## config.mk

```make
export PLATFORM = sky130hd
export DESIGN_NAME = seq_gen_prog_flat
export DESIGN_NICKNAME = d
export VERILOG_FILES = /design/src/rtl/seq_gen_prog_if.sv /design/src/rtl/seq_gen_prog.sv /design/src/flat_wrapper.sv
export SDC_FILE = /design/constraint.sdc
export NUM_CORES = 1
export LEC_CHECK = 0
export BUFFER_PORTS_ARGS = -buffer_cell sky130_fd_sc_hd__buf_2
export CAP_MARGIN = 20
export CORE_AREA = 2 2 99 120
export CTS_CLUSTER_SIZE = 30
export DETAILED_ROUTE_END_ITERATION = 10
export DIE_AREA = 0 0 101 122
export PLACE_DENSITY_LB_ADDON = 0.12
export SYNTH_ARGS = -nofsm -noshare
export SYNTH_HDL_FRONTEND = slang
export SYNTH_SLANG_ARGS = --single-unit
```

## constraint.sdc

```tcl
create_clock -name clock -period 4.95 [get_ports clock]
set_input_delay 0.7425 -clock clock [delete_from_list [all_inputs] [get_ports clock]]
set_output_delay 0.7425 -clock clock [all_outputs]
set_load 0.05 [all_outputs]
```

## src/rtl/seq_gen_prog_if.sv

```systemverilog
// Control/status bundle for seq_gen_prog: button pulses in, sequence value and status out.
// Build option SEQ_GEN_PAUSE_EN (in seq_gen_prog) does not change this bundle.
interface seq_gen_prog_if #(
    parameter int WIDTH  = 16,
    parameter int PROG_W = 3
);
    // Handshake: start_f/start_t/stop_f_t/update are one-cycle pulses sampled on the rising
    // clock edge with no ready/backpressure; valid is a one-cycle pulse marking each new value.
    logic              start_f;
    logic              start_t;
    logic              stop_f_t;
    logic              update;
    logic [PROG_W-1:0] prog;
    logic [WIDTH-1:0]  value;
    logic              valid;
    logic              parity;
    logic [2:0]        state;

    modport master (
        output start_f, start_t, stop_f_t, update, prog,
        input  value, valid, parity, state
    );

    modport slave (
        input  start_f, start_t, stop_f_t, update, prog,
        output value, valid, parity, state
    );
endinterface

```

## src/rtl/seq_gen_prog.sv

```systemverilog
// Fibonacci / up-counting timer engine with a programmable clock-enable step rate.
// Optional pause/resume on stop_f_t is compiled in with `define SEQ_GEN_PAUSE_EN.
module seq_gen_prog #(
    parameter int                WIDTH     = 16,
    parameter int                PROG_W    = 3,
    parameter int                DIV_BASE  = 4,
    parameter logic [WIDTH-1:0]  TIMER_MAX = {WIDTH{1'b1}},
    parameter logic [PROG_W-1:0] PROG_RST  = PROG_W'(3)
) (
    input logic          clock,
    input logic          reset,
    seq_gen_prog_if.slave bus
);
    localparam int MAX_P = DIV_BASE << ((1 << PROG_W) - 1);
    localparam int CNT_W = (MAX_P > 1) ? $clog2(MAX_P) : 1;

    typedef enum logic [2:0] {
        S_IDLE  = 3'd0,
        S_FIB   = 3'd1,
        S_TIMER = 3'd2,
        S_DONE  = 3'd3,
        S_PAUSE = 3'd4
    } state_e;

    state_e            state_q, state_d;
    logic [WIDTH-1:0]  value_q, value_d;
    logic [WIDTH-1:0]  f1_q, f1_d;
    logic              sat_q, sat_d;
    logic              valid_q, valid_d;
    logic              parity_q, parity_d;
    logic [PROG_W-1:0] prog_q, prog_d;
    logic [CNT_W-1:0]  cnt_q, cnt_d;
    logic [CNT_W:0]    period_m1;
    logic [WIDTH:0]    fib_sum;
    logic              running;
    logic              tick;
    logic              upd_ok;
`ifdef SEQ_GEN_PAUSE_EN
    state_e            mode_q, mode_d;
`endif

    assign period_m1 = ((CNT_W+1)'(DIV_BASE) << prog_q) - (CNT_W+1)'(1);
    assign running   = (state_q == S_FIB) || (state_q == S_TIMER);
    // ">=" rather than "==" so a rate change made while paused cannot strand the counter
    assign tick      = running && ({1'b0, cnt_q} >= period_m1);
    assign fib_sum   = {1'b0, value_q} + {1'b0, f1_q};

    always_comb begin
        state_d  = state_q;
        value_d  = value_q;
        f1_d     = f1_q;
        sat_d    = sat_q;
        valid_d  = 1'b0;
        prog_d   = prog_q;
        cnt_d    = cnt_q;
`ifdef SEQ_GEN_PAUSE_EN
        mode_d   = mode_q;
`endif
        upd_ok = (state_q == S_IDLE) || (state_q == S_DONE);
`ifdef SEQ_GEN_PAUSE_EN
        if (state_q == S_PAUSE) upd_ok = 1'b1;
`endif
        if (bus.update && upd_ok) prog_d = bus.prog;

        if (bus.stop_f_t) begin
            case (state_q)
                S_FIB, S_TIMER: begin
`ifdef SEQ_GEN_PAUSE_EN
                    mode_d  = state_q;
                    state_d = S_PAUSE;
`else
                    state_d = S_IDLE;
`endif
                end
                S_DONE: state_d = S_IDLE;
`ifdef SEQ_GEN_PAUSE_EN
                S_PAUSE: state_d = mode_q;
`endif
                default: ;
            endcase
        end else if (bus.start_f || bus.start_t) begin
            state_d = bus.start_f ? S_FIB : S_TIMER;
            value_d = '0;
            f1_d    = WIDTH'(1);
            sat_d   = 1'b0;
            valid_d = 1'b1;
            cnt_d   = '0;
        end else if (running) begin
            cnt_d = tick ? '0 : cnt_q + CNT_W'(1);
            if (tick) begin
                if (state_q == S_FIB) begin
                    if (sat_q) begin
                        state_d = S_DONE;
                    end else begin
                        value_d = f1_q;
                        valid_d = 1'b1;
                        // an overflowing sum is never stored; the next tick ends the run
                        if (fib_sum[WIDTH]) sat_d = 1'b1;
                        else                f1_d  = fib_sum[WIDTH-1:0];
                    end
                end else begin
                    if (value_q == TIMER_MAX) begin
                        state_d = S_DONE;
                    end else begin
                        value_d = value_q + WIDTH'(1);
                        valid_d = 1'b1;
                    end
                end
            end
        end
        parity_d = ^value_d;
    end

    always_ff @(posedge clock or negedge reset) begin
        if (!reset) begin
            state_q  <= S_IDLE;
            value_q  <= '0;
            f1_q     <= '0;
            sat_q    <= 1'b0;
            valid_q  <= 1'b0;
            parity_q <= 1'b0;
            prog_q   <= PROG_RST;
            cnt_q    <= '0;
`ifdef SEQ_GEN_PAUSE_EN
            mode_q   <= S_IDLE;
`endif
        end else begin
            state_q  <= state_d;
            value_q  <= value_d;
            f1_q     <= f1_d;
            sat_q    <= sat_d;
            valid_q  <= valid_d;
            parity_q <= parity_d;
            prog_q   <= prog_d;
            cnt_q    <= cnt_d;
`ifdef SEQ_GEN_PAUSE_EN
            mode_q   <= mode_d;
`endif
        end
    end

    assign bus.value  = value_q;
    assign bus.valid  = valid_q;
    assign bus.parity = parity_q;
    assign bus.state  = state_q;
endmodule

```

## src/flat_wrapper.sv

```systemverilog
// flat-port wrapper written by rule: the top's interface ports become plain ports
module seq_gen_prog_flat 
#(
    parameter int                WIDTH     = 16,
    parameter int                PROG_W    = 3,
    parameter int                DIV_BASE  = 4,
    parameter logic [WIDTH-1:0]  TIMER_MAX = {WIDTH{1'b1}},
    parameter logic [PROG_W-1:0] PROG_RST  = PROG_W'(3)
)
  (clock, reset, bus_start_f, bus_start_t, bus_stop_f_t, bus_update, bus_prog, bus_value, bus_valid, bus_parity, bus_state);
  seq_gen_prog_if #(.WIDTH(WIDTH), .PROG_W(PROG_W)) bus_i ();
  input logic clock;
  input logic reset;
  input wire logic [$bits(bus_i.start_f)-1:0] bus_start_f;
  input wire logic [$bits(bus_i.start_t)-1:0] bus_start_t;
  input wire logic [$bits(bus_i.stop_f_t)-1:0] bus_stop_f_t;
  input wire logic [$bits(bus_i.update)-1:0] bus_update;
  input wire logic [$bits(bus_i.prog)-1:0] bus_prog;
  output wire logic [$bits(bus_i.value)-1:0] bus_value;
  output wire logic [$bits(bus_i.valid)-1:0] bus_valid;
  output wire logic [$bits(bus_i.parity)-1:0] bus_parity;
  output wire logic [$bits(bus_i.state)-1:0] bus_state;
  assign bus_i.start_f = bus_start_f;
  assign bus_i.start_t = bus_start_t;
  assign bus_i.stop_f_t = bus_stop_f_t;
  assign bus_i.update = bus_update;
  assign bus_i.prog = bus_prog;
  assign bus_value = bus_i.value;
  assign bus_valid = bus_i.valid;
  assign bus_parity = bus_i.parity;
  assign bus_state = bus_i.state;
  seq_gen_prog #(.WIDTH(WIDTH), .PROG_W(PROG_W), .DIV_BASE(DIV_BASE), .TIMER_MAX(TIMER_MAX), .PROG_RST(PROG_RST)) u_core (.clock(clock), .reset(reset), .bus(bus_i));
endmodule
```

== Word level (Yosys, flattened, before mapping) ==
Index checks and enable logic that the tools add are counted.
Word-level totals
  input bits: 9
  word-level logic and storage cells: 79
  bits in registers: 50
Operators by class
  equality and inequality tests: 8
  order comparisons: 1
  shift operators: 1
  multiplexer cells: 38
  reductions and logical operators: 18
  bitwise operators: 1
  $add $sub $neg: 4
Operators by type and width (number)
  two-way mux 16 bit: 13
  two-way mux 9 bit: 3
  two-way mux 3 bit: 8
  adder 16 x 16 -> 17 bit: 1
  adder 16 x 1 -> 16 bit, second input constant: 1
  equality test 16 bit, second input constant: 1
  XOR reduction 16 bit: 1
  two-way mux 1 bit: 13
  >= comparator 9 x 10 -> 1 bit: 1
  << shifter 3 x 3 -> 10 bit, first input constant: 1
  subtractor 10 x 2 -> 10 bit, second input constant: 1
  adder 9 x 1 -> 9 bit, second input constant: 1
  equality test 3 x 2 -> 1 bit, second input constant: 2
  inequality test 2 bit, second input constant: 3
  AND reduction 6 bit: 1
  nonzero test 2 bit: 3
  nonzero test 3 bit: 2
  AND reduction 5 bit: 1
  inequality test 4 x 2 -> 1 bit, second input constant: 1
  AND reduction 4 bit: 1
  nonzero test 4 bit: 1
  equality test 3 x 1 -> 1 bit, second input constant: 1
  zero test 3 bit: 1
  logical OR 1 bit: 3
  5 further kinds: 6

== Depth between registers and ports, before layout ==
  word-level depth: 9
  depth in mapped cells: 12
  gate-level depth less buffers: 11

== Worst setup path before layout ==
Ideal clock, no wire load.
  path kind: reg2reg
  from: register u_core.prog_q[1]
  to: register u_core.parity_q (netlist: u_core.bus.parity)
  data arrival time: 3.459 ns
  period minus slack after synthesis: 3.593 ns
  required time: 4.816 ns
  slack: 1.357 ns
  cell stages (with the launch flop): 12
  cell sequence: dfstp_2 > nand3_1 > ha_1 > nand3_1 > o211a_1 > a21o_4 > or4_4 > a221oi_2 > a2bb2oi_2 > xnor3_1 > xnor3_1 > xnor3_1
Between the ends
  cells in the longest elaborated chain, start to end: 9
RTL lines
  start, declared: RTL line seq_gen_prog.sv:31  | logic [PROG_W-1:0] prog_q, prog_d;
  start signal, assigned: RTL line seq_gen_prog.sv:134  | prog_q <= prog_d;
  << shifter 3 x 3 -> 10 bit: RTL line seq_gen_prog.sv:42  | assign period_m1 = ((CNT_W+1)'(DIV_BASE) << prog_q) - (CNT_W+1)'(1);
  subtractor 10 x 2 -> 10 bit: RTL line seq_gen_prog.sv:42
  >= comparator 9 x 10 -> 1 bit: RTL line seq_gen_prog.sv:45  | assign tick = running && ({1'b0, cnt_q} >= period_m1);
  logical AND 1 bit: RTL line seq_gen_prog.sv:45
  two-way mux 16 bit: RTL line seq_gen_prog.sv:90  | if (tick) begin
  two-way mux 16 bit: RTL line seq_gen_prog.sv:88  | end else if (running) begin
  two-way mux 16 bit: RTL line seq_gen_prog.sv:81  | end else if (bus.start_f || bus.start_t) begin
  two-way mux 16 bit: RTL line seq_gen_prog.sv:65  | if (bus.stop_f_t) begin
  named net u_core.value_d[15]: RTL line seq_gen_prog.sv:26  | logic [WIDTH-1:0] value_q, value_d;
  XOR reduction 16 bit: RTL line seq_gen_prog.sv:111  | parity_d = ^value_d;
  named net u_core.parity_d: RTL line seq_gen_prog.sv:30  | logic parity_q, parity_d;
  end signal, assigned: RTL line seq_gen_prog.sv:133  | parity_q <= parity_d;
  end, declared: RTL line seq_gen_prog.sv:30
The timed path passes the listed nets, and every way through them passes these cells.
A chain may end at the register's enable or synchronous reset.

== Worst setup path after layout ==
Ends and elaborated chain as after synthesis.

==> results.toml <==
[status]
status = "complete, no violations"

[setup_path]
critPathLaunch = "u_core.prog_q[1]"
path_max_fanout = 17
rr_endpoint = "u_core.bus.parity"
cp.required_ns = 5.13
slowest_delay_ns = 0.58
rrSetupSlack_ns = 1.08
crit_type = "reg -> reg"
endpoint_kind = "register"
r2r_cells = 11
cp_common_cell = "xnor3_1"
worst_ep_arrival_time_ns = 4.04
crit_chain = "nand3_1 -> ha_1 -> nand3_1 -> o211a_1 -> a21o_4 -> or4_4 -> a221oi_2 -> a2bb2oi_2 -> xnor3_1 -> xnor3_1 -> xnor3_1"
worst-path-buf-inv = 0
r2r-start = "u_core.prog_q[1]"
path_delay_family = "XOR/XNOR gates"
crit_cells = 11
worstSetupStartpointType = "register"
cp_slowest_cell = "dfstp_2"
endpoint = "u_core.bus.parity"

[sta]
rsz0062_at_grt = "no"
fin_skew_ns = 0.00885
hold_viol_final = 0
max_freq_ghz = 0.259
fin_crit_ns = 3.87
worst_slew_pin_slew_ns = 0.771
setup_tns_ns = 0
setup_violations = 0
timing.hold.ws_ns = 0.497
min_period_over_period = 0.781
max_slew_margin = 0.481
finalMaxSlewViolations = 0

[finish]
seqCellArea_um2 = 1230
areaGrowthSynthToFinish_pct = 11.3
nets = 497
drive_gt1_frac = 0.128
multi_input_area_um2 = 2460
antenna_cells = 0
fill_cells = 1175

[global_routing]
grt_max_degree = 50
grt_pass1_vias = 3546
grt_pass1_wl_mm = 19.2
overflow = 0
antenna_found_initial = 0
track_usage = 0.200

[logic_synthesis]
synth_ff_type = "dfrtp_1"
synth_cells = 438
syn_area_um2 = 3820
yosysSeqAreaShare = 0.321
ys_types = 61
ys_seq_elements = 49
syn_nets = 475
synth_edf_count = 0
async_reset_ff_frac = 1.00
synth_top_area_cell = "dfrtp_1"
postSynthAreaPerCell_um2 = 8.73
yosys_warnings = 0
synth_top_area_share = 0.307
ys_top_cells_by_area = "dfrtp_1 (31%), ha_1 (8.8%), o21ai_0 (5.0%)"

[drt]
via_count = 3582
drt_wl_total_mm = 11.8
drc_errors = 0
vias_per_cell = 6.02
antenna_left = 0
routedWlPerCell_um = 19.9
firstDrtPassIters = 5
drt_first_iter_violations = 251

[cts]
clk_path_buf_depth = 2
cts_hold_buf = 0
insertion_delay_ns = 0.30
cts_resized = 0
htreeDepth = 2
post_cts_buffers = 0
path_clk_slew_ns = 0.07
cts_root_buffer = "clkbuf_16"
cts_tree = "built"
numClockSinks = 49
numCtsBuffers = 5

[power_and_ir_drop]
power_density_nw_per_um2 = 229
leakage_nw = 1.91
swShare = 0.315
clockPowerShare = 0.372
p_comb_frac = 0.182
p_seq_frac = 0.446
vdd_ir_drop_max_v = 0.000120
p_int_mw = 0.669
p_switching_mw = 0.307

[hold_path]
hold_class = "reg -> reg"

[floorplan]
coreArea_um2 = 11300
rows = 43
die_h_um = 122
ios = 30
die_x_um = 101
dieArea_um2 = 12300
initial_utilization = 0.339

[placement]
port_buffers = 28
routabilityCongestion = 0.834
hpwlAfterDp_mm = 8.54

[flow_run]
max-cap-violations = 0
## cell usage after synthesis, types with 5 or more instances
| library cell | n |
|---|---|
| clkbuf_1 | 17 |
| nand2b_1 | 5 |
| nor4_1 | 6 |
| nand4_1 | 10 |
| nor2_1 | 39 |
| o31ai_1 | 11 |
| and4_1 | 6 |
| dfrtp_1 | 47 |
| a21oi_1 | 32 |
| ha_1 | 27 |
| mux2_2 | 5 |
| xnor2_1 | 11 |
| nand3_1 | 19 |
| a211oi_1 | 7 |
| xor2_1 | 14 |
| nand2_1 | 28 |
| o41ai_1 | 11 |
| inv_1 | 16 |
| and3_1 | 5 |
| a21o_1 | 5 |
| nor3_1 | 8 |
| o21ai_0 | 38 |
## placed cells by master, fill, tap and decap left out, drive strengths merged, types with 3 or more instances in the layout
cell    instances
and3            5
a211o           4
a221oi          3
buf            36
ha             27
clkbuf          7
a21oi          32
mux2            5
xnor3           4
nand4          10
inv            16
o31ai          11
nand2b          5
o311ai          4
a21o            6
xnor2          11
xor2           14
nand2          28
dfrtp          47
o21bai          4
nand3          19
a211oi          7
o41ai          11
mux2i           4
nor3            8
o21a            3
o211ai          4
nor4            6
and4            6
nor2           39
o21ai          39
## logic make-up (layout without fill, tap and decap cells)
family | count (synthesis) | in the layout | synth area share
and+or+nand+nor | 135 | 135 | 0.174
buffers and inverters | 37 | 59 | 0.0373
other | 1 | 1 | 0.000980
muxes | 9 | 9 | 0.0252
AOI/OAI and AO/OA | 150 | 150 | 0.267
xor gates and xnor gates | 29 | 29 | 0.0808
DFF | 49 | 49 | 0.321
adders and majority gates | 28 | 28 | 0.0936
## stage by stage
step           setup WS (ns)  instances   util  cell area, um^2  power (mW)
2_1_floorplan           1.36        438      -             3820       0.559
3_3_place_gp            1.15        588  0.364             4120       0.621
3_5_place_dp            1.12        588  0.364             4120       0.623
4_1_cts                 1.09        595  0.377             4260       0.984
5_1_grt                0.933        595  0.377             4260        1.02
6_report                1.08        595  0.377             4260       0.976
## sequential cells by signal (all words and copies together), names as in the netlist
signal,cells
u_core.prog_q,3
u_core.sat_q,1
u_core.bus.parity,1
u_core.f1_q,16
u_core.bus.state,2
u_core.bus.valid,1
u_core.bus.value,16
u_core.cnt_q,9
## layout make-up
| class | instances | area share |
|---|---|---|
| Tap cell | 135 | 0.0397 |
| Sequential cell | 49 | 0.289 |
| Timing Repair Buffer | 36 | 0.0470 |
| Inverter | 16 | 0.0141 |
| Multi-Input combinational cell | 352 | 0.577 |
| Clock buffer | 7 | 0.0335 |
## worst min path at each step
| stage | depth (start not counted) | from | endpoint |
|---|---|---|---|
| global route | 1 | u_core.cnt_q[0] | u_core.cnt_q[0] |
| detailed placement | 1 | u_core.cnt_q[0] | u_core.cnt_q[0] |
| finish | 1 | u_core.cnt_q[0] | u_core.cnt_q[0] |
| global placement | 1 | u_core.cnt_q[0] | u_core.cnt_q[0] |
| CTS | 1 | u_core.cnt_q[0] | u_core.cnt_q[0] |
| floorplan | 0 | reset | u_core.bus.parity |
## metal layers
| layer | global-route usage | vias up | routed length, um | share of wire |
|---|---|---|---|---|
| li1 | - | 1700 | - | - |
| met1 | 0.255 | 1749 | 5130 | 0.43 |
| met2 | 0.343 | 106 | 5960 | 0.50 |
| met3 | 0.0241 | 27 | 436 | 0.037 |
| met4 | 0.0794 | 0 | 311 | 0.026 |
| met5 | 0 | - | 0 | 0 |
## worst reg2reg max path, delay by kind of cell (launching register included)
| family | cells | cell delay (ns) |
|---|---|---|
| simple gates | 3 | 0.76 |
| flops | 1 | 0.58 |
| fa+ha+maj | 1 | 0.32 |
| xor+xnor | 3 | 1.07 |
| compound gates | 4 | 1.01 |
## power by group through the flow
stage          Combinational [mW]  Sequential [mW]  Clock (mW)
2_1_floorplan               0.111            0.448           0
3_3_place_gp                0.179            0.441           0
3_5_place_dp                0.180            0.443           0
4_1_cts                     0.181            0.436       0.368
5_1_grt                     0.200            0.437       0.385
6_report                    0.178            0.436       0.363
Power figures use the tool's default switching activity.
